==> src/rtl/dsp_mem_sequencer_pkg.sv <==
// ---------------------------------------------------------------------------
// dsp_mem_sequencer_pkg
// Shared definitions for the DSP data-memory sequencer: memory-stage op
// encodings, default widths, FSM state codes and arbiter grant codes.
// Optional feature macro used by the sequencer: DSP_MEM_STACK_CHECK_EN.
// ---------------------------------------------------------------------------
package dsp_mem_sequencer_pkg;

  localparam int MEM_ADDR_LEN = 16;
  localparam int REG_WORD_LEN = 16;

  localparam logic TRUE  = 1'b1;
  localparam logic FALSE = 1'b0;

  // Memory-stage op encodings driven by the core decode
  localparam logic [2:0] MEM_NONE   = 3'd0;
  localparam logic [2:0] MEM_LD_IMM = 3'd1;
  localparam logic [2:0] MEM_LD     = 3'd2;
  localparam logic [2:0] MEM_ST     = 3'd3;
  localparam logic [2:0] MEM_PUSH   = 3'd4;
  localparam logic [2:0] MEM_POP    = 3'd5;

  typedef enum logic {
    ST_IDLE    = 1'b0,
    ST_RD_WAIT = 1'b1
  } state_e;

  // Encoding of the round-robin last_grant bit
  localparam logic GRANT_CORE = 1'b0;
  localparam logic GRANT_DMA  = 1'b1;

  // True for ops that need the SRAM port
  function automatic logic mem_is_access(input logic [2:0] mode);
    return (mode == MEM_LD) || (mode == MEM_ST) ||
           (mode == MEM_PUSH) || (mode == MEM_POP);
  endfunction

  // True for ops that return data one cycle after issue
  function automatic logic mem_is_read(input logic [2:0] mode);
    return (mode == MEM_LD) || (mode == MEM_POP);
  endfunction

endpackage

==> src/rtl/dsp_mem_sequencer_rr_arb.sv <==
// ---------------------------------------------------------------------------
// dsp_mem_rr_arb
// Two-requester round-robin arbiter. On a tie the requester that did not win
// last time is granted. last_grant resets to DMA so the core wins the first
// tie.
// Ports:
//   clk, rst_n            clock, async active-low reset
//   req_core_i, req_dma_i requests
//   grant_core_o          core granted this cycle (combinational)
//   grant_dma_o           DMA granted this cycle (combinational)
// ---------------------------------------------------------------------------
module dsp_mem_rr_arb
  import dsp_mem_sequencer_pkg::*;
(
  input  logic clk,
  input  logic rst_n,
  input  logic req_core_i,
  input  logic req_dma_i,
  output logic grant_core_o,
  output logic grant_dma_o
);

  logic last_grant_q;
  logic last_grant_d;

  always_comb begin
    grant_core_o = req_core_i && (!req_dma_i || (last_grant_q == GRANT_DMA));
    grant_dma_o  = req_dma_i && (!req_core_i || (last_grant_q == GRANT_CORE));
    last_grant_d = last_grant_q;
    if (grant_core_o) begin
      last_grant_d = GRANT_CORE;
    end else if (grant_dma_o) begin
      last_grant_d = GRANT_DMA;
    end
  end

  always_ff @(posedge clk or negedge rst_n) begin
    if (!rst_n) begin
      last_grant_q <= GRANT_DMA;
    end else begin
      last_grant_q <= last_grant_d;
    end
  end

endmodule

==> src/rtl/dsp_mem_sequencer.sv <==
// ---------------------------------------------------------------------------
// dsp_mem_sequencer
// Serialises core memory-stage ops (LD/ST/PUSH/POP) and the sample-DMA write
// stream onto one single-port synchronous SRAM. Owns the hardware stack
// pointer (descending, pre-decrement PUSH) and the circular ring write index.
// Optional feature: define DSP_MEM_STACK_CHECK_EN to add stack bound checks
// and the sticky stack_err output.
// Ports:
//   clk, rst_n                       clock, async active-low reset
//   core_req/mode/addr/wdata         memory-stage op from the core
//   core_stall/rvalid/rdata          handshake and read return to the core
//   dma_valid/data, dma_ready        sample write stream
//   mem_en/we/addr/wdata, mem_rdata  SRAM port (read data one cycle later)
//   sp, ring_wr_idx, ring_wrap       stack pointer, ring index, wrap pulse
//   stack_err                        sticky stack fault (macro builds only)
// ---------------------------------------------------------------------------
module dsp_mem_sequencer
  import dsp_mem_sequencer_pkg::*;
#(
  parameter int                ADDR_W     = MEM_ADDR_LEN,
  parameter int                DATA_W     = REG_WORD_LEN,
  parameter logic [ADDR_W-1:0] STACK_BASE = 16'h0F00,
  parameter logic [ADDR_W-1:0] STACK_SIZE = 16'h0100,
  parameter logic [ADDR_W-1:0] RING_BASE  = 16'h0800,
  parameter int                RING_SIZE  = 64,
  localparam int               RING_IDX_W = $clog2(RING_SIZE)
) (
  input  logic                  clk,
  input  logic                  rst_n,
  input  logic                  core_req,
  input  logic [2:0]            core_mode,
  input  logic [ADDR_W-1:0]     core_addr,
  input  logic [DATA_W-1:0]     core_wdata,
  output logic                  core_stall,
  output logic                  core_rvalid,
  output logic [DATA_W-1:0]     core_rdata,
  input  logic                  dma_valid,
  input  logic [DATA_W-1:0]     dma_data,
  output logic                  dma_ready,
  output logic                  mem_en,
  output logic                  mem_we,
  output logic [ADDR_W-1:0]     mem_addr,
  output logic [DATA_W-1:0]     mem_wdata,
  input  logic [DATA_W-1:0]     mem_rdata,
  output logic [ADDR_W-1:0]     sp,
  output logic [RING_IDX_W-1:0] ring_wr_idx,
`ifdef DSP_MEM_STACK_CHECK_EN
  output logic                  stack_err,
`endif
  output logic                  ring_wrap
);

  localparam logic [ADDR_W-1:0] STACK_TOP = STACK_BASE + STACK_SIZE;

  state_e                state_q, state_d;
  logic [ADDR_W-1:0]     sp_q, sp_d;
  logic [RING_IDX_W-1:0] idx_q, idx_d;
  logic                  wrap_q, wrap_d;
  logic                  rd_fault_q, rd_fault_d;
`ifdef DSP_MEM_STACK_CHECK_EN
  logic                  err_q, err_d;
`endif

  logic                  core_mem_op;
  logic                  core_is_read;
  logic                  grant_core, grant_dma;
  logic                  stack_fault;
  logic                  en_c, we_c;
  logic [ADDR_W-1:0]     addr_c;
  logic [DATA_W-1:0]     wdata_c;

  assign core_mem_op  = core_req && mem_is_access(core_mode);
  assign core_is_read = mem_is_read(core_mode);

  // The core only competes in IDLE; in RD_WAIT its op is being completed,
  // so the free port goes to the DMA if it asks.
  dsp_mem_rr_arb u_arb (
    .clk          (clk),
    .rst_n        (rst_n),
    .req_core_i   (core_mem_op && (state_q == ST_IDLE)),
    .req_dma_i    (dma_valid),
    .grant_core_o (grant_core),
    .grant_dma_o  (grant_dma)
  );

`ifdef DSP_MEM_STACK_CHECK_EN
  assign stack_fault = ((core_mode == MEM_PUSH) && (sp_q == STACK_BASE)) ||
                       ((core_mode == MEM_POP)  && (sp_q == STACK_TOP));
`else
  assign stack_fault = FALSE;
`endif

  always_comb begin
    state_d    = ST_IDLE;
    sp_d       = sp_q;
    idx_d      = idx_q;
    wrap_d     = FALSE;
    rd_fault_d = FALSE;
`ifdef DSP_MEM_STACK_CHECK_EN
    err_d      = err_q;
`endif
    en_c       = FALSE;
    we_c       = FALSE;
    addr_c     = '0;
    wdata_c    = '0;
    if (grant_core) begin
      state_d = core_is_read ? ST_RD_WAIT : ST_IDLE;
      if (stack_fault) begin
        // Faulting op is consumed without touching the SRAM; a faulting POP
        // still takes the read path and returns zero.
        rd_fault_d = core_is_read;
`ifdef DSP_MEM_STACK_CHECK_EN
        err_d      = TRUE;
`endif
      end else begin
        case (core_mode)
          MEM_ST: begin
            en_c = TRUE; we_c = TRUE; addr_c = core_addr; wdata_c = core_wdata;
          end
          MEM_LD: begin
            en_c = TRUE; addr_c = core_addr;
          end
          MEM_PUSH: begin
            en_c = TRUE; we_c = TRUE; wdata_c = core_wdata;
            addr_c = sp_q - ADDR_W'(1);
            sp_d   = sp_q - ADDR_W'(1);
          end
          MEM_POP: begin
            en_c = TRUE; addr_c = sp_q;
            sp_d = sp_q + ADDR_W'(1);
          end
          default: ;
        endcase
      end
    end else if (grant_dma) begin
      en_c    = TRUE;
      we_c    = TRUE;
      addr_c  = RING_BASE + ADDR_W'(idx_q);
      wdata_c = dma_data;
      idx_d   = idx_q + 1'b1;  // power-of-two depth: wraps naturally
      wrap_d  = (idx_q == {RING_IDX_W{1'b1}});
    end
  end

  always_ff @(posedge clk or negedge rst_n) begin
    if (!rst_n) begin
      state_q    <= ST_IDLE;
      sp_q       <= STACK_TOP;
      idx_q      <= '0;
      wrap_q     <= FALSE;
      rd_fault_q <= FALSE;
`ifdef DSP_MEM_STACK_CHECK_EN
      err_q      <= FALSE;
`endif
    end else begin
      state_q    <= state_d;
      sp_q       <= sp_d;
      idx_q      <= idx_d;
      wrap_q     <= wrap_d;
      rd_fault_q <= rd_fault_d;
`ifdef DSP_MEM_STACK_CHECK_EN
      err_q      <= err_d;
`endif
    end
  end

  // Combinational outputs are forced low during reset because the grant
  // itself depends on live request inputs.
  assign mem_en      = rst_n && en_c;
  assign mem_we      = rst_n && we_c;
  assign mem_addr    = rst_n ? addr_c  : '0;
  assign mem_wdata   = rst_n ? wdata_c : '0;
  assign dma_ready   = rst_n && grant_dma;
  assign core_stall  = rst_n && ((core_mem_op && (state_q == ST_IDLE) && !grant_core) ||
                                 (grant_core && core_is_read));
  assign core_rvalid = rst_n && (state_q == ST_RD_WAIT);
  assign core_rdata  = (core_rvalid && !rd_fault_q) ? mem_rdata : '0;
  assign sp          = sp_q;
  assign ring_wr_idx = idx_q;
  assign ring_wrap   = wrap_q;
`ifdef DSP_MEM_STACK_CHECK_EN
  assign stack_err   = err_q;
`endif

endmodule

==> config.mk <==
export PLATFORM = sky130hd
export DESIGN_NAME = dsp_mem_sequencer
export DESIGN_NICKNAME = d
export VERILOG_FILES = /design/src/rtl/dsp_mem_sequencer_pkg.sv /design/src/rtl/dsp_mem_sequencer_rr_arb.sv /design/src/rtl/dsp_mem_sequencer.sv
export SDC_FILE = /design/constraint.sdc
export NUM_CORES = 1
export LEC_CHECK = 0
export CAP_MARGIN = 20
export CORE_MARGIN = 1
export CORE_UTILIZATION = 39
export CTS_BUF_LIST = sky130_fd_sc_hd__clkbuf_4 sky130_fd_sc_hd__clkbuf_8
export DETAILED_ROUTE_END_ITERATION = 7
export PLACE_DENSITY = 0.92
export SYNTH_ARGS = -nofsm -noshare
export SYNTH_HDL_FRONTEND = slang
export SYNTH_SLANG_ARGS = --single-unit
==> constraint.sdc <==
create_clock -name clk -period 2.9 [get_ports clk]
set_clock_uncertainty 0.05 [all_clocks]
set_input_delay 0.58 -clock clk [delete_from_list [all_inputs] [get_ports clk]]
set_output_delay 0.58 -clock clk [all_outputs]
set_load 0.03 [all_outputs]
* After elaboration in Yosys (flattened, before gate mapping)
Cells that the tools add are included.
** Cells by class
- Add/subtract/negate cells :: 4
- Eq/ne operators :: 5
- Multiplexer cells :: 21
- Bitwise logic cells :: 3
- Reduce and logical (&&, ||, !) cells :: 28
** Operator list (number)
- two-way mux 16 bit :: 7
- case mux 16 bit (3 select lines) :: 1
- case mux 16 bit (2 select lines) :: 1
- adder 16 x 1 -> 16 bit, second input constant :: 1
- subtractor 16 x 1 -> 16 bit, second input constant :: 1
- adder 12 x 6 -> 13 bit, first input constant :: 1
- two-way mux 13 bit :: 1
- logical AND 1 bit :: 11
- two-way mux 1 bit :: 11
- logical OR 1 bit :: 7
- adder 6 x 1 -> 6 bit, second input constant :: 1
- equality test 3 x 2 -> 1 bit, second input constant :: 2
- equality test 3 bit, second input constant :: 2
- equality test 6 bit, second input constant :: 1
- AND reduction 2 bit :: 2
- nonzero test 2 bit :: 2
- OR reduction 2 bit :: 2
- OR reduction 4 bit :: 1
- zero test 1 bit :: 3
- inverter 1 bit :: 3
** Storage, ports and cells
- Flip-flop bits (word level) :: 25
- Input port bits :: 71
- Output and inout bits :: 76
- Word-level logic and storage cells :: 66

* Logic depth before layout (Yosys ltp)
Gate-level depths: netlist of run 1.
- Depth in word-level cells :: 12
- Mapped depth :: 8
- Gate-level depth less buffers :: 7

* By module
From an unflattened synthesis of run 1, not the netlist that was laid out.
** Second synthesis, totals
- Cell total of the unflattened synthesis :: 262
- Area, all modules :: 2184.6 um2
** Modules (own cells, without submodules)
- dsp_mem_sequencer :: instances 1, cells each 256, area an instance 2130.8 um2, seq. area each 601.8 um2
- dsp_mem_rr_arb :: instances 1, cells each 6, area an instance 53.8 um2, seq. area each 26.3 um2

* Least setup slack after synthesis of run 1
OpenSTA, ideal clock, no wires.
- Path type :: reg2out
- Start :: register sp_q[0], in the netlist sp[0]
- End :: output port mem_addr[5]
- Data arrival time :: 2.282 ns
- Required time :: 2.270 ns
- Slack :: -0.012 ns
- Stages on the path, launching flop included :: 6
- Path buffers :: 1
- Path through :: dfrtp_1 > buf_2 > or3_1 > or4_4 > xor2_1 > o21ai_0
** Between the ends
- Longest elaborated chain between the ends :: 4
** RTL lines
- start, declared :: RTL line dsp_mem_sequencer.sv:56 : logic [ADDR_W-1:0] sp_q, sp_d;
- start signal, assigned :: RTL line dsp_mem_sequencer.sv:157 : sp_q <= sp_d;
- subtractor 16 x 1 -> 16 bit :: RTL line dsp_mem_sequencer.sv:125 : addr_c = sp_q - ADDR_W'(1);
- case mux 16 bit (3 select lines) :: RTL line dsp_mem_sequencer.sv:116 : case (core_mode)
- two-way mux 16 bit :: RTL line dsp_mem_sequencer.sv:106 : if (grant_core) begin
- two-way mux 16 bit :: RTL line dsp_mem_sequencer.sv:171 : assign mem_addr = rst_n ? addr_c : '0;
- end, declared :: RTL line dsp_mem_sequencer.sv:42 : output logic [ADDR_W-1:0] mem_addr,
Every way passes these cells.

* Worst setup path after layout of run 1
- Start :: register sp_q[7], in the netlist sp[7]
- End :: output port mem_addr[11]
Same word-level chain as after synthesis.

==> impl_results.rst, run 1 <==
.. list-table::
   :header-rows: 1

   * - Metric
     - Value
   * - Run status
     - finished clean
   * - Later-pin clock latency in the skew report
     - 0.28 ns
   * - Std-Cell Core Area
     - 5960 um2
   * - Unrepaired setup endpoints after global routing
     - yes
   * - Pin count of the biggest net entering global routing
     - 30
   * - Hold Crit Class
     - input pin to async pin
   * - Number of CTS-inserted buffers
     - 3
   * - Effective utilization at floorplan
     - 0.407
   * - Remaining Overflow, GRT
     - 0
   * - Internal
     - 0.00147 W
   * - Leading register cell type out of synthesis
     - sky130_fd_sc_hd__dfrtp_1
   * - Vias post-DR
     - 3237
   * - Number of top-level design ports
     - 147
   * - Clock H-tree levels
     - 1
   * - HPWL Detailed
     - 7490 um
   * - Number of nets in the final layout
     - 557
   * - Total Routing Usage GR
     - 0.292
   * - Peak Freq
     - 0.347 GHz
   * - Dominant cells by area after synthesis
     - sky130_fd_sc_hd__dfrtp_1, sky130_fd_sc_hd__xnor2_1, sky130_fd_sc_hd__a22o_1, sky130_fd_sc_hd__and3_1, sky130_fd_sc_hd__nand2_1
   * - Num Clock Sinks
     - 25
   * - Post-Layout Cell Count
     - 557
   * - Setup-failing EPs final
     - 0
   * - Switching part of the total power
     - 0.486
   * - Setup crit end kind
     - output pin
   * - Netlist Area Pre-Place
     - 2420 um2
   * - Routed wire length
     - 10100 um
   * - Synth unique cells
     - 55
   * - Relative max-transition margin
     - 0.561
   * - Synth-to-layout area growth
     - 80.9%
   * - Gate power share
     - 0.684
   * - Most common cell in the synthesized netlist
     - sky130_fd_sc_hd__nand2_1
   * - Via count normalized by instance count
     - 5.81
   * - Post-DR wirelength/cell
     - 18.2 um
   * - CTS root buf
     - sky130_fd_sc_hd__clkbuf_8
   * - Mapped Nets
     - 381
   * - Syn. warnings
     - 0
   * - Residual DRC count
     - 0
   * - Sequential power share
     - 0.238
   * - Length of the first detailed-routing pass in iterations
     - 5
   * - Proportion of netlist area held by the largest area contributor
     - 0.238
   * - Share of final-layout standard cells stronger than drive strength 1
     - 0.276
   * - CTS tree
     - yes
   * - Endpoint required time on the critical path
     - 2.27 ns
   * - Hold-fix buffers, CTS
     - 0
   * - Fin crit period
     - 2.88 ns
   * - Maximum count of clock buffers along a single path
     - 2
   * - Type of element launching the critical path
     - flip-flop
   * - Proportion of register bits with asynchronous set or reset after synthesis
     - 1.00
   * - Aggregate negative setup slack
     - 0 ns
   * - Post-Syn Instances
     - 307
   * - WP data arrival
     - 2.25 ns
   * - Number of global-route vias before repair
     - 2891
   * - Initial DRC Count
     - 232
   * - Total count of hold-check failures in the final report
     - 0
   * - Antenna violation net count after detailed routing
     - 0
   * - # placed instances
     - 544
   * - Sequential-to-total area share from yosys stat
     - 0.259
   * - Number of input and output port buffers inserted
     - 146
   * - Vertical die dimension
     - 80.8 um
   * - Global-route wire length before repair
     - 14700 um
   * - Actual slew at the worst max-slew pin
     - 0.654 ns
   * - Count of maximum capacitance violations
     - 0
   * - Worst-case vdd ir drop
     - 0.000452 V
   * - Commonest cells in the synthesized netlist
     - sky130_fd_sc_hd__nand2_1, sky130_fd_sc_hd__nor2_1, sky130_fd_sc_hd__dfrtp_1, sky130_fd_sc_hd__and3_1, sky130_fd_sc_hd__xnor2_1
   * - FF+latch count, synth
     - 25
   * - Number of slew-limit violations in the final report
     - 0
   * - Initial antenna violation count
     - 0
   * - Net Sw Power
     - 0.00139 W
   * - Number of flops mapped to enable cells by yosys
     - 0
   * - Leakage Power
     - 1.88 nW
   * - Synthesized area per cell
     - 7.89 um2
   * - Last weighted congestion value of the routability-driven placer
     - 0.991
   * - Number of standard-cell rows in the floorplan
     - 28
   * - Final antenna diode count
     - 0
   * - Highest fanout seen on the critical path
     - 6
   * - Overall die area
     - 6530 um2
   * - Synth area leader
     - sky130_fd_sc_hd__dfrtp_1
   * - Start-to-end type of the worst setup path
     - flip-flop to output pin
   * - Power per unit of standard cell area
     - 652 nW/um2
   * - Die width
     - 80.8 um
   * - Fraction of power consumed by the clock network
     - 0.078
   * - Clock transition at the registers of the reported paths
     - 0.10 ns
   * - Share of the clock period used by the worst path after layout
     - 0.993
==> layer usage <==
metal	GRT usage	share of wire	vias to the layer above
li1	-	-	1471
met1	0.385	0.38	1546
met2	0.481	0.50	189
met3	0.0539	0.096	31
met4	0.0893	0.029	0
met5	0	0	-
==> kinds of logic (layout without fill, tap and decap cells) <==
| family | Yosys count | after routing | share of synthesized area |
|---|---|---|---|
| flops | 25 | 25 | 0.259 |
| mux | 3 | 3 | 0.0139 |
| fa+ha+maj | 3 | 3 | 0.0155 |
| compound gates | 68 | 68 | 0.205 |
| simple gates | 144 | 144 | 0.333 |
| xor+xnor | 32 | 32 | 0.116 |
| buf+inv | 32 | 207 | 0.0584 |
==> metrics by stage <==
| step | utilization | hold WS [ns] | cell area (um2) | total power, W | setup WS (ns) |
|---|---|---|---|---|---|
| 2_1_floorplan | - | 0.234 | 2420 | 0.00168 | 0.0847 |
| 3_3_place_gp | 0.695 | 0.446 | 4140 | 0.00239 | -0.139 |
| 3_5_place_dp | 0.695 | 0.452 | 4140 | 0.00243 | -0.159 |
| 4_1_cts | 0.710 | 0.203 | 4230 | 0.00267 | -0.0128 |
| 5_1_grt | 0.736 | 0.215 | 4380 | 0.00301 | -0.0804 |
| 6_report | 0.736 | 0.204 | 4380 | 0.00286 | 0.0196 |
==> cell type report <==
type	instances	area (um2)
well taps	75	93.8
clock buffers	3	41.3
repair buffers	197	1820
multi-input cells	250	1770
inverters	6	22.5
flip-flops and latches	25	632
clock inverters	1	5.00
fillers	404	1570
==> worst paths after layout <==
kind	end	from	slack, ns	cells past startpoint
hold / removal	state_q	rst_n	0.20	1
max in group asynchronous	sp[12]	rst_n	1.95	2
setup / recovery	mem_addr[11]	sp[7]	0.02	7
setup reg to reg	sp[7]	sp[0]	0.73	6
hold reg to reg	sp[15]	sp[15]	0.47	1
min in group clk	sp[15]	sp[15]	0.47	1
==> critical path, cell delays in order (launching register included) <==
cell                       delay, ns
sky130_fd_sc_hd__dfrtp_1        0.41
sky130_fd_sc_hd__buf_4          0.18
sky130_fd_sc_hd__nor4_4         0.35
sky130_fd_sc_hd__nand4_1        0.18
sky130_fd_sc_hd__xnor2_1        0.18
sky130_fd_sc_hd__a221oi_1       0.40
sky130_fd_sc_hd__nor2_1         0.09
sky130_fd_sc_hd__buf_4          0.19
==> timing repair <==
action / CTS / global route
setup endpoints to repair: 28 / 32
setup buffers: 0 / 8
gates resized for setup: 19 / 22
gates cloned: 0 / 1
pin swaps: 5 / 3
==> registers in the layout, summed over array words and instances, names as in the netlist <==
name and cells:
ring_wr_idx 6, u_arb.last_grant_q 1, ring_wrap 1, sp 16
state_q 1
==> cell usage in the layout, fill, tap and decap left out, types with 3 or more instances in the layout <==
cell type / instances
sky130_fd_sc_hd__buf_4: 78
sky130_fd_sc_hd__inv_1: 6
sky130_fd_sc_hd__nand3_1: 11
sky130_fd_sc_hd__or3_1: 3
sky130_fd_sc_hd__xor2_1: 11
sky130_fd_sc_hd__clkbuf_8: 3
sky130_fd_sc_hd__buf_6: 4
sky130_fd_sc_hd__nand2_1: 33
sky130_fd_sc_hd__a22oi_1: 8
sky130_fd_sc_hd__xnor2_2: 4
sky130_fd_sc_hd__a21oi_1: 12
sky130_fd_sc_hd__buf_12: 5
sky130_fd_sc_hd__o21ai_1: 4
sky130_fd_sc_hd__a22o_1: 16
sky130_fd_sc_hd__o2bb2ai_1: 3
sky130_fd_sc_hd__nor4_1: 4
sky130_fd_sc_hd__o21ai_0: 10
sky130_fd_sc_hd__dfrtp_1: 20
sky130_fd_sc_hd__nor2_1: 25
sky130_fd_sc_hd__dfrtp_2: 3
sky130_fd_sc_hd__nor3_1: 5
sky130_fd_sc_hd__xnor2_1: 16
sky130_fd_sc_hd__nand4_1: 10
sky130_fd_sc_hd__mux2_2: 3
sky130_fd_sc_hd__clkdlybuf4s50_1: 106
sky130_fd_sc_hd__or4_4: 3
sky130_fd_sc_hd__and3_1: 20
==> power groups by stage <==
| stage | Clock (W) | Combinational (W) | Sequential [W] |
|---|---|---|---|
| after global placement | 0 | 0.00172 | 0.000666 |
| after detailed placement | 0 | 0.00176 | 0.000673 |
| final | 0.000224 | 0.00195 | 0.000680 |
| after global routing | 0.000241 | 0.00207 | 0.000698 |
| after CTS | 0.000220 | 0.00178 | 0.000668 |
| after floorplan | 0 | 0.000825 | 0.000856 |
Power figures use the tool's default switching activity.
==> run 2, diff against run 1 <==
--- a/config.mk
+++ b/config.mk
@@ -10,6 +10,7 @@
 export CORE_UTILIZATION = 39
 export CTS_BUF_LIST = sky130_fd_sc_hd__clkbuf_4 sky130_fd_sc_hd__clkbuf_8
 export DETAILED_ROUTE_END_ITERATION = 7
+export GPL_TIMING_DRIVEN = 1
 export PLACE_DENSITY = 0.92
 export SYNTH_ARGS = -nofsm -noshare
 export SYNTH_HDL_FRONTEND = slang
==> results of run 2 <==
Final layout, timing and power as in run 1 (identical DEF).
